$ cat src/rtl/led_pattern_gen.sv
// Multi-pattern LED running light: prescaled step tick drives rotate, bounce or fill
// patterns across LED_NUM outputs, with run/pause, speed select and a wrap strobe.
module led_pattern_gen #(
    parameter int               LED_NUM    = 8,
    parameter int               CNT_W      = 25,
    parameter logic [CNT_W-1:0] CNT_MAX    = 25'd24_999_999,
    parameter bit               ACTIVE_LOW = 1'b1
) (
    input  logic               sys_clk,
    input  logic               sys_rst_n,
    input  logic [1:0]         mode,
    input  logic               run,
    input  logic [1:0]         speed,
    output logic [LED_NUM-1:0] led_out,
    output logic               tick,
    output logic               wrap
);

    localparam logic [1:0] MODE_ROT_L  = 2'd0;
    localparam logic [1:0] MODE_ROT_R  = 2'd1;
    localparam logic [1:0] MODE_BOUNCE = 2'd2;
    localparam logic [1:0] MODE_FILL   = 2'd3;

    localparam logic DIR_UP   = 1'b1;
    localparam logic DIR_DOWN = 1'b0;

    localparam logic [LED_NUM-1:0] PAT_LSB = LED_NUM'(1);
    localparam logic [LED_NUM-1:0] PAT_MSB = PAT_LSB << (LED_NUM - 1);
    localparam logic [LED_NUM-1:0] PAT_ALL = {LED_NUM{1'b1}};

    logic [CNT_W-1:0]   cnt;
    logic [CNT_W-1:0]   limit;
    logic [1:0]         mode_q;
    logic               dir;
    logic               dir_nxt;
    logic [LED_NUM-1:0] pat;
    logic [LED_NUM-1:0] pat_nxt;
    logic [LED_NUM-1:0] start_new;
    logic [LED_NUM-1:0] start_cur;
    logic               mode_chg;
    logic               step;
    logic               wrap_nxt;

    function automatic logic [LED_NUM-1:0] start_of(input logic [1:0] m);
        return (m == MODE_ROT_R) ? PAT_MSB : PAT_LSB;
    endfunction

    assign limit     = CNT_MAX >> speed;
    assign mode_chg  = (mode != mode_q);
    assign step      = tick && run;
    assign start_new = start_of(mode);
    assign start_cur = start_of(mode_q);
    assign led_out   = ACTIVE_LOW ? ~pat : pat;

    // Next pattern for one step in the currently registered mode.
    always_comb begin
        pat_nxt = pat;
        dir_nxt = dir;
        if (pat == '0) begin
            pat_nxt = start_cur;
            dir_nxt = DIR_UP;
        end else begin
            case (mode_q)
                MODE_ROT_L: pat_nxt = {pat[LED_NUM-2:0], pat[LED_NUM-1]};
                MODE_ROT_R: pat_nxt = {pat[0], pat[LED_NUM-1:1]};
                MODE_BOUNCE: begin
                    if (dir == DIR_UP) begin
                        pat_nxt = pat << 1;
                        if (pat_nxt == PAT_MSB) dir_nxt = DIR_DOWN;
                    end else begin
                        pat_nxt = pat >> 1;
                        if (pat_nxt == PAT_LSB) dir_nxt = DIR_UP;
                    end
                end
                MODE_FILL: pat_nxt = (pat == PAT_ALL) ? PAT_LSB : ((pat << 1) | PAT_LSB);
                default:   pat_nxt = start_cur;
            endcase
        end
    end

    // Recovery from an all-zero pattern is not counted as a wrap.
    assign wrap_nxt = (pat != '0) && (pat_nxt == start_cur);

    always_ff @(posedge sys_clk or negedge sys_rst_n) begin
        if (!sys_rst_n) begin
            cnt    <= '0;
            tick   <= 1'b0;
            wrap   <= 1'b0;
            mode_q <= MODE_ROT_L;
            dir    <= DIR_UP;
            pat    <= PAT_LSB;
        end else begin
            mode_q <= mode;
            if (mode_chg) begin
                pat  <= start_new;
                dir  <= DIR_UP;
                cnt  <= '0;
                tick <= 1'b0;
                wrap <= 1'b0;
            end else begin
                if (run) begin
                    if (cnt >= limit) begin
                        cnt  <= '0;
                        tick <= 1'b1;
                    end else begin
                        cnt  <= cnt + CNT_W'(1);
                        tick <= 1'b0;
                    end
                end else begin
                    tick <= 1'b0;
                end

                if (step) begin
                    pat  <= pat_nxt;
                    dir  <= dir_nxt;
                    wrap <= wrap_nxt;
                end else begin
                    wrap <= 1'b0;
                end
            end
        end
    end

endmodule
$ cat config.mk
export PLATFORM = sky130hd
export DESIGN_NAME = led_pattern_gen
export DESIGN_NICKNAME = d
export VERILOG_FILES = /design/src/rtl/led_pattern_gen.sv
export SDC_FILE = /design/constraint.sdc
export NUM_CORES = 1
export LEC_CHECK = 0
export CAP_MARGIN = 20
export CORE_ASPECT_RATIO = 0.6
export CORE_UTILIZATION = 45
export CTS_BUF_LIST = sky130_fd_sc_hd__clkbuf_2 sky130_fd_sc_hd__clkbuf_4 sky130_fd_sc_hd__clkbuf_8
export CTS_CLUSTER_SIZE = 8
export DETAILED_ROUTE_END_ITERATION = 16
export PLACE_DENSITY = 0.73
export SLEW_MARGIN = 25
export SYNTH_ARGS = -nofsm -noshare
export SYNTH_HDL_FRONTEND = slang
export SYNTH_SLANG_ARGS = --single-unit
export TNS_END_PERCENT = 30
$ cat constraint.sdc
create_clock -name sys_clk -period 3.5 [get_ports sys_clk]
set_input_delay 0.525 -clock sys_clk [delete_from_list [all_inputs] [get_ports sys_clk]]
set_output_delay 0.525 -clock sys_clk [all_outputs]
set_load 0.02 [all_outputs]
=== Word-level counts from Yosys, hierarchy flattened ===
Index checks and enable logic that the tools add are counted.

* Bitwise logic cells: 1
* Mux-type cells: 23
* $lt $le $gt $ge: 1
* Equal/unequal tests: 9
* Reductions and logical operators: 9
* Shift operators: 1
* Add/sub/neg operators: 1

{| class="wikitable"
|+ Operators by type and width
! kind !! number
|-
| $mux 25 || 3
|-
| $mux 8 || 7
|-
| $pmux 8 s4 || 1
|-
| $add 25x1->25 const B || 1
|-
| $ge 25x25->1 || 1
|-
| $shr 25x2->25 const A || 1
|-
| $mux 1 || 12
|-
| $eq 8x8->1 || 1
|-
| $eq 8x8->1 const B || 1
|-
| $logic_not 8->1 || 1
|-
| $not 8->8 || 1
|-
| $reduce_bool 8->1 || 1
|-
| $eq 7x1->1 const B || 1
|-
| $eq 7x7->1 const B || 1
|-
| $eq 2x1->1 const B || 2
|-
| $eq 2x2->1 const B || 2
|-
| $reduce_bool 2->1 || 2
|-
| $reduce_bool 3->1 || 1
|-
| $logic_and 1x1->1 || 2
|-
| $logic_not 2->1 || 1
|-
| $ne 2x2->1 || 1
|-
| $reduce_and 2->1 || 1
|}

* Input bits: 7
* Logic and storage cells: 51
* Bits in registers: 38

=== Logic depth before layout (Yosys ltp) ===
Gate-level depths: netlist of run 1.

* Depth after elaboration: 8
* Depth in mapped cells: 12
* Gate-level depth less buffers: 10

=== Worst setup path after synthesis of run 1 ===
OpenSTA, ideal clock, no wires.

* Path kind: input-to-reg
* Start point: input port speed[1]
* End point: register cnt[4]
* Arrival time: 2.439 ns
* Stages on the path: 11
* Setup slack: 0.979 ns
* Data required time: 3.418 ns
* Path through: inv_1 -> nand2_1 -> ha_1 -> a21oi_1 -> o21ai_0 -> or4_1 -> o21ai_2 -> buf_6 -> buf_8 -> nand2_1 -> a31oi_1

* Word-level cells in the longest chain between the ends: 5

{| class="wikitable"
|+ Ends and longest elaborated chain
! element !! RTL line !! text
|-
| start, declared || 13 || <nowiki>input logic [1:0] speed,</nowiki>
|-
| $shr 25x2->25 || 48 || <nowiki>assign limit = CNT_MAX >> speed;</nowiki>
|-
| $ge 25x25->1 || 102 || <nowiki>if (cnt >= limit) begin</nowiki>
|-
| $mux 25 || 102 ||
|-
| $mux 25 || 101 || <nowiki>if (run) begin</nowiki>
|-
| $mux 25 || 94 || <nowiki>if (mode_chg) begin</nowiki>
|-
| end signal, assigned || 106 || <nowiki>cnt <= cnt + CNT_W'(1);</nowiki>
|-
| end, declared || 31 || <nowiki>logic [CNT_W-1:0] cnt;</nowiki>
|}

Every way passes these cells. The select of a mux whose other input is x is not followed.
A chain may end at the register's enable or synchronous reset.

=== Worst setup path after layout of run 1 ===
* Start point: input port speed[0]
* End point: register cnt[3]

Same word-level chain as after synthesis.

==> impl_metrics.json, run 1 <==
{
  "grt_max_degree": 39,
  "slowest_stage": "clkdlybuf4s50_1",
  "async_flop_share_pct": 100,
  "maxSlewViolCount": 0,
  "final_cell_mix": "dfrtp_1, nand2_1, a21oi_1",
  "first_iter_violations": 274,
  "synth_enable_flop_cells": 0,
  "synth_top_cell_by_area": "dfrtp_1",
  "crit_chain": "clkdlybuf4s50_1 -> inv_1 -> nand2_1 -> ha_1 -> a21oi_1 -> o21ai_0 -> or4_1 -> o21ai_2 -> buf_12 -> or2b_1 -> a31oi_1",
  "start_util_pct": 47.2,
  "p_leak_nw": 1.31,
  "clock_latency_ns": 0.30,
  "ys_types": 54,
  "post-route-min-period_ns": 3.13,
  "worst-endpoint-arrival_ns": 3.35,
  "fp.dieH_um": 61.7,
  "rsz0062_at_grt": "no",
  "postCtsHoldBufs": 0,
  "cts-root-buf": "clkbuf_8",
  "path_max_fanout": 23,
  "yosysSeqAreaShare_pct": 35.7,
  "avgSynthCellArea_um2": 8.72,
  "setup_viol": 0,
  "vdd_drop_max_v": 0.000141,
  "period_share_pct": 89.5,
  "clock_sinks": 38,
  "dieArea_um2": 6250,
  "dp_hpwl_um": 4990,
  "clock_skew_ns": 0.00759,
  "syn_nets": 331,
  "post_cts_buffers": 0,
  "required_ns": 3.72,
  "cts_tree": "done",
  "path_class": "primary input to register",
  "num_vias": 2455,
  "die_w_um": 101,
  "worst_slew_pin_slew_ns": 1.08,
  "htreeDepth": 2,
  "gp_congestion": 0.948,
  "area_growth_pct": 11.3,
  "clock.fmax_mhz": 319,
  "fill_cells": 523,
  "antenna_cells": 0,
  "routed_via_density": 6.15,
  "cts_made_buffers": 5,
  "power_mw": 0.985,
  "io_pins": 17,
  "timing.setup.tns_ns": 0,
  "wl_per_cell_um": 16.9,
  "synthTopCellsByArea": "dfrtp_1, ha_1, a21oi_1",
  "drv_cap": 0,
  "antenna_left": 0,
  "synth_cells": 306,
  "ys_warn_count": 0,
  "core_area_um2": 5650,
  "rows": 21,
  "layout_commonest_cell": "dfrtp_1",
  "portBuffers": 16,
  "grt_overflow": 0,
  "first_global_vias": 2157,
  "critPathMaxStageDelay_ns": 0.60,
  "path_clk_slew_ns": 0.08,
  "status": "completed",
  "antenna_found_initial": 0,
  "finalHoldViolations": 0,
  "post-synth-top-area-fraction_pct": 33.8,
  "relSlewSlack_pct": 27.3,
  "syn_area_um2": 2670,
  "drc_errors": 0,
  "final_nets": 343,
  "power_density_nw_per_um2": 332,
  "end_kind": "register",
  "postSynthRegisterBits": 38,
  "synth_flop_cell": "dfrtp_1",
  "routed_wirelength_um": 6730,
  "hp-class": "primary input to asynchronous set/reset pin",
  "cts_resized": 0,
  "cts.path.max_buffers": 2,
  "track_usage_pct": 24.1,
  "drive_gt1_share_pct": 6.58,
  "grt_pass1_wl_um": 11100,
  "dr.pass1.iters": 5,
  "worstSetupStartpointType": "primary input"
}
## registers in the layout (all words and copies together), names as in the netlist
signal,flops
cnt,25
dir,1
mode_q,2
pat,8
tick,1
wrap,1
## cell usage after synthesis, types with 3 or more instances
master	n
and3_1	10
a31oi_1	17
nor2_1	13
mux2i_1	3
inv_1	20
a41oi_1	4
clkbuf_1	4
ha_1	18
o22ai_1	6
or4_1	4
nand2_1	25
a22oi_1	7
buf_2	5
nand3_1	17
buf_6	4
nor4_1	5
or3_1	3
o21ai_0	12
nand4_1	11
o31ai_1	4
nand2b_1	7
a211oi_1	4
nor3_1	3
a21oi_1	24
dfrtp_1	36
## logic make-up after synthesis
kind of cell / count (synthesis) / synth area share (%)
buf+inv: 34 / 6.56
mux: 3 / 1.13
fa+ha+maj: 18 / 8.44
xor+xnor: 2 / 1.22
flops: 38 / 35.7
compound gates: 98 / 24.0
simple gates: 113 / 22.9
## layer usage
metal | vias to the layer above | share of wire (%) | track usage (%) | wire length [um]
li1 | 1197 | - | - | -
met1 | 1149 | 54 | 38.5 | 3610
met2 | 102 | 38 | 31.3 | 2550
met3 | 7 | 7.6 | 6.02 | 509
met4 | 0 | 0.95 | 6.21 | 64
met5 | - | 0 | 0 | 0
## area by class of cell
type,instances,area [um2],share of cell area (%)
repair buffers,19,190,6.41
flip-flops and latches,38,953,32.1
clock buffers,8,110,3.71
multi-input cells,234,1540,51.9
inverters,20,75.1,2.53
well taps,80,100,3.37
## worst max-delay path: cells and delay by family
kind / cells / cell delay (ns)
and+or+nand+nor: 3 / 0.93
buffers and inverters: 3 / 0.88
AOI/OAI and AO/OA: 4 / 0.73
adders and majority gates: 1 / 0.27
## worst paths after layout
| check | startpoint | endpoint | slack (ns) | depth (start not counted) |
|---|---|---|---|---|
| setup / recovery | speed[0] | cnt[3] | 0.37 | 11 |
| max in group asynchronous | sys_rst_n | cnt[17] | 2.63 | 1 |
| hold / removal | sys_rst_n | cnt[16] | 0.33 | 1 |
| min in group sys_clk | cnt[24] | cnt[24] | 0.50 | 1 |
| setup reg to reg | cnt[0] | cnt[24] | 0.84 | 6 |
| hold reg to reg | cnt[24] | cnt[24] | 0.50 | 1 |
## power breakdown
group	switching (mW)	internal [mW]
Combinational	0.110	0.0590
Sequential	0.0121	0.447
Clock	0.158	0.199
## through the flow
stage / instances / utilization [%] / hold slack [ns] / instance area, um2 / setup slack [ns]
CTS: 399 / 52.6 / 0.362 / 2970 / 0.403
finish: 399 / 52.6 / 0.335 / 2970 / 0.367
detailed placement: 391 / 50.6 / 0.488 / 2860 / 0.0987
floorplan: 306 / - / 0.229 / 2670 / 0.979
global placement: 391 / 50.6 / 0.485 / 2860 / 0.167
global route: 399 / 52.6 / 0.399 / 2970 / 0.178
Power figures use the tool's default switching activity.
==> run 2, diff against run 1 <==
Settings changed: SETUP_SLACK_MARGIN from default to 0.2.
==> impl_metrics.json, run 2 (synthesized netlist as in run 1, its figures left out) <==
{
  "cts.path.max_buffers": 2,
  "fp.dieH_um": 61.7,
  "relSlewSlack_pct": 30.8,
  "clock.fmax_mhz": 320,
  "path_clk_slew_ns": 0.08,
  "drive_gt1_share_pct": 6.58,
  "first_global_vias": 2157,
  "start_util_pct": 47.2,
  "worstSetupStartpointType": "primary input",
  "path_max_fanout": 23,
  "dp_hpwl_um": 4990,
  "fill_cells": 524,
  "worst-endpoint-arrival_ns": 3.34,
  "stdcell_count": 399,
  "top_regs": "cnt: 25 flops, pat: 8 flops, mode_q: 2 flops",
  "hp-class": "primary input to asynchronous set/reset pin",
  "post-route-min-period_ns": 3.13,
  "fin_hold_ws_ns": 0.331,
  "required_ns": 3.72,
  "critPathMaxStageDelay_ns": 0.55,
  "final_nets": 343,
  "path_class": "primary input to register",
  "cts_made_buffers": 5,
  "grt_max_degree": 39,
  "finalHoldViolations": 0,
  "setup_viol": 0,
  "grt_overflow": 0,
  "die_w_um": 101,
  "core_area_um2": 5650,
  "first_iter_violations": 272,
  "rsz0062_at_grt": "yes",
  "timing.setup.tns_ns": 0,
  "rows": 21,
  "track_usage_pct": 24.1,
  "antenna_left": 0,
  "status": "completed",
  "clock_skew_ns": 0.00767,
  "io_pins": 17,
  "critPathTopFamily": "simple AND/OR/NAND/NOR gates",
  "postCtsHoldBufs": 0,
  "htreeDepth": 2,
  "wl_per_cell_um": 16.8,
  "routed_via_density": 6.15,
  "worst_slew_pin_slew_ns": 1.03,
  "largest_register_ffs": 25,
  "slowest_stage": "or4_1",
  "dr.pass1.iters": 4,
  "vdd_drop_max_v": 0.000141,
  "layout_commonest_cell": "dfrtp_1",
  "cts-root-buf": "clkbuf_8",
  "crit_chain": "clkdlybuf4s50_1 -> inv_1 -> nand2_1 -> ha_1 -> a21oi_1 -> o21ai_0 -> or4_1 -> o21ai_2 -> buf_12 -> or2b_1 -> a31oi_1",
  "antenna_cells": 0,
  "clock_latency_ns": 0.30,
  "period_share_pct": 89.3,
  "portBuffers": 16,
  "dp.cells": 391,
  "cts_tree": "done",
  "power_density_nw_per_um2": 331,
  "post-route-util_pct": 52.6,
  "clock_sinks": 38,
  "maxSlewViolCount": 0,
  "antenna_found_initial": 0,
  "final_cell_mix": "dfrtp_1, nand2_1, a21oi_1",
  "drv_cap": 0,
  "dieArea_um2": 6250,
  "drc_errors": 0,
  "gp_congestion": 0.948,
  "power_mw": 0.984,
  "p_leak_nw": 1.32,
  "path_buf_inv": 3,
  "end_kind": "register",
  "num_vias": 2455,
  "area_growth_pct": 11.3,
  "grt_pass1_wl_um": 11100,
  "routed_wirelength_um": 6720,
  "top_register": "cnt"
}
run 2: final timing paths:
kind,start,end,slack (ns),depth (start not counted)
max in group asynchronous,sys_rst_n,cnt[17],2.64,1
worst min register to register,cnt[24],cnt[24],0.50,1
worst max-delay path,speed[1],cnt[3],0.37,11
worst min-delay path,sys_rst_n,cnt[16],0.33,1
min in group sys_clk,cnt[24],cnt[24],0.50,1
worst max register to register,cnt[0],cnt[24],0.88,6
run 2: what timing repair did:
item,in CTS,in global routing
gates resized for setup,0,1
buffers inserted,0,0
setup endpoints to repair,0,4
run 2: cell type report:
type | count | area [um2] | share of cell area [%]
timing repair buffer | 19 | 193 | 6.48
tap | 80 | 100 | 3.37
sequential | 38 | 953 | 32.1
multi-input combinational | 234 | 1540 | 51.8
clock buffer | 8 | 110 | 3.71
inverter | 20 | 75.1 | 2.53
run 2: through the flow:
| stage | cell area, um2 | setup slack (ns) |
|---|---|---|
| 6_report | 2970 | 0.374 |
| 5_1_grt | 2970 | 0.187 |
| 4_1_cts | 2970 | 0.403 |
| 3_5_place_dp | 2860 | 0.0987 |
| 3_3_place_gp | 2860 | 0.167 |
| 2_1_floorplan | 2670 | 0.979 |
run 2: where the power goes:
group | switching, mW | internal, mW | total [mW] | leakage, nW
sequential | 0.0120 | 0.447 | 0.459 | 0.517
clock | 0.157 | 0.199 | 0.356 | 0.0575
combinational | 0.110 | 0.0588 | 0.168 | 0.742
total | 0.279 | 0.705 | 0.984 | 1.32
run 2: layer usage:
metal  GRT usage (%)  vias up  routed length [um]
li1                -     1198                   -
met4            6.21        0                  64
met2            31.3       94                2520
met5               0        -                   0
met3            6.02        7                 468
met1            38.5     1156                3660
==> run 3, diff against run 2 <==
Settings changed: CTS_BUF_LIST sky130_fd_sc_hd__clkbuf_2 sky130_fd_sc_hd__clkbuf_4 sky130_fd_sc_hd__clkbuf_8 to default.
==> results of run 3 <==
Final layout, timing and power as in run 2 (identical DEF).
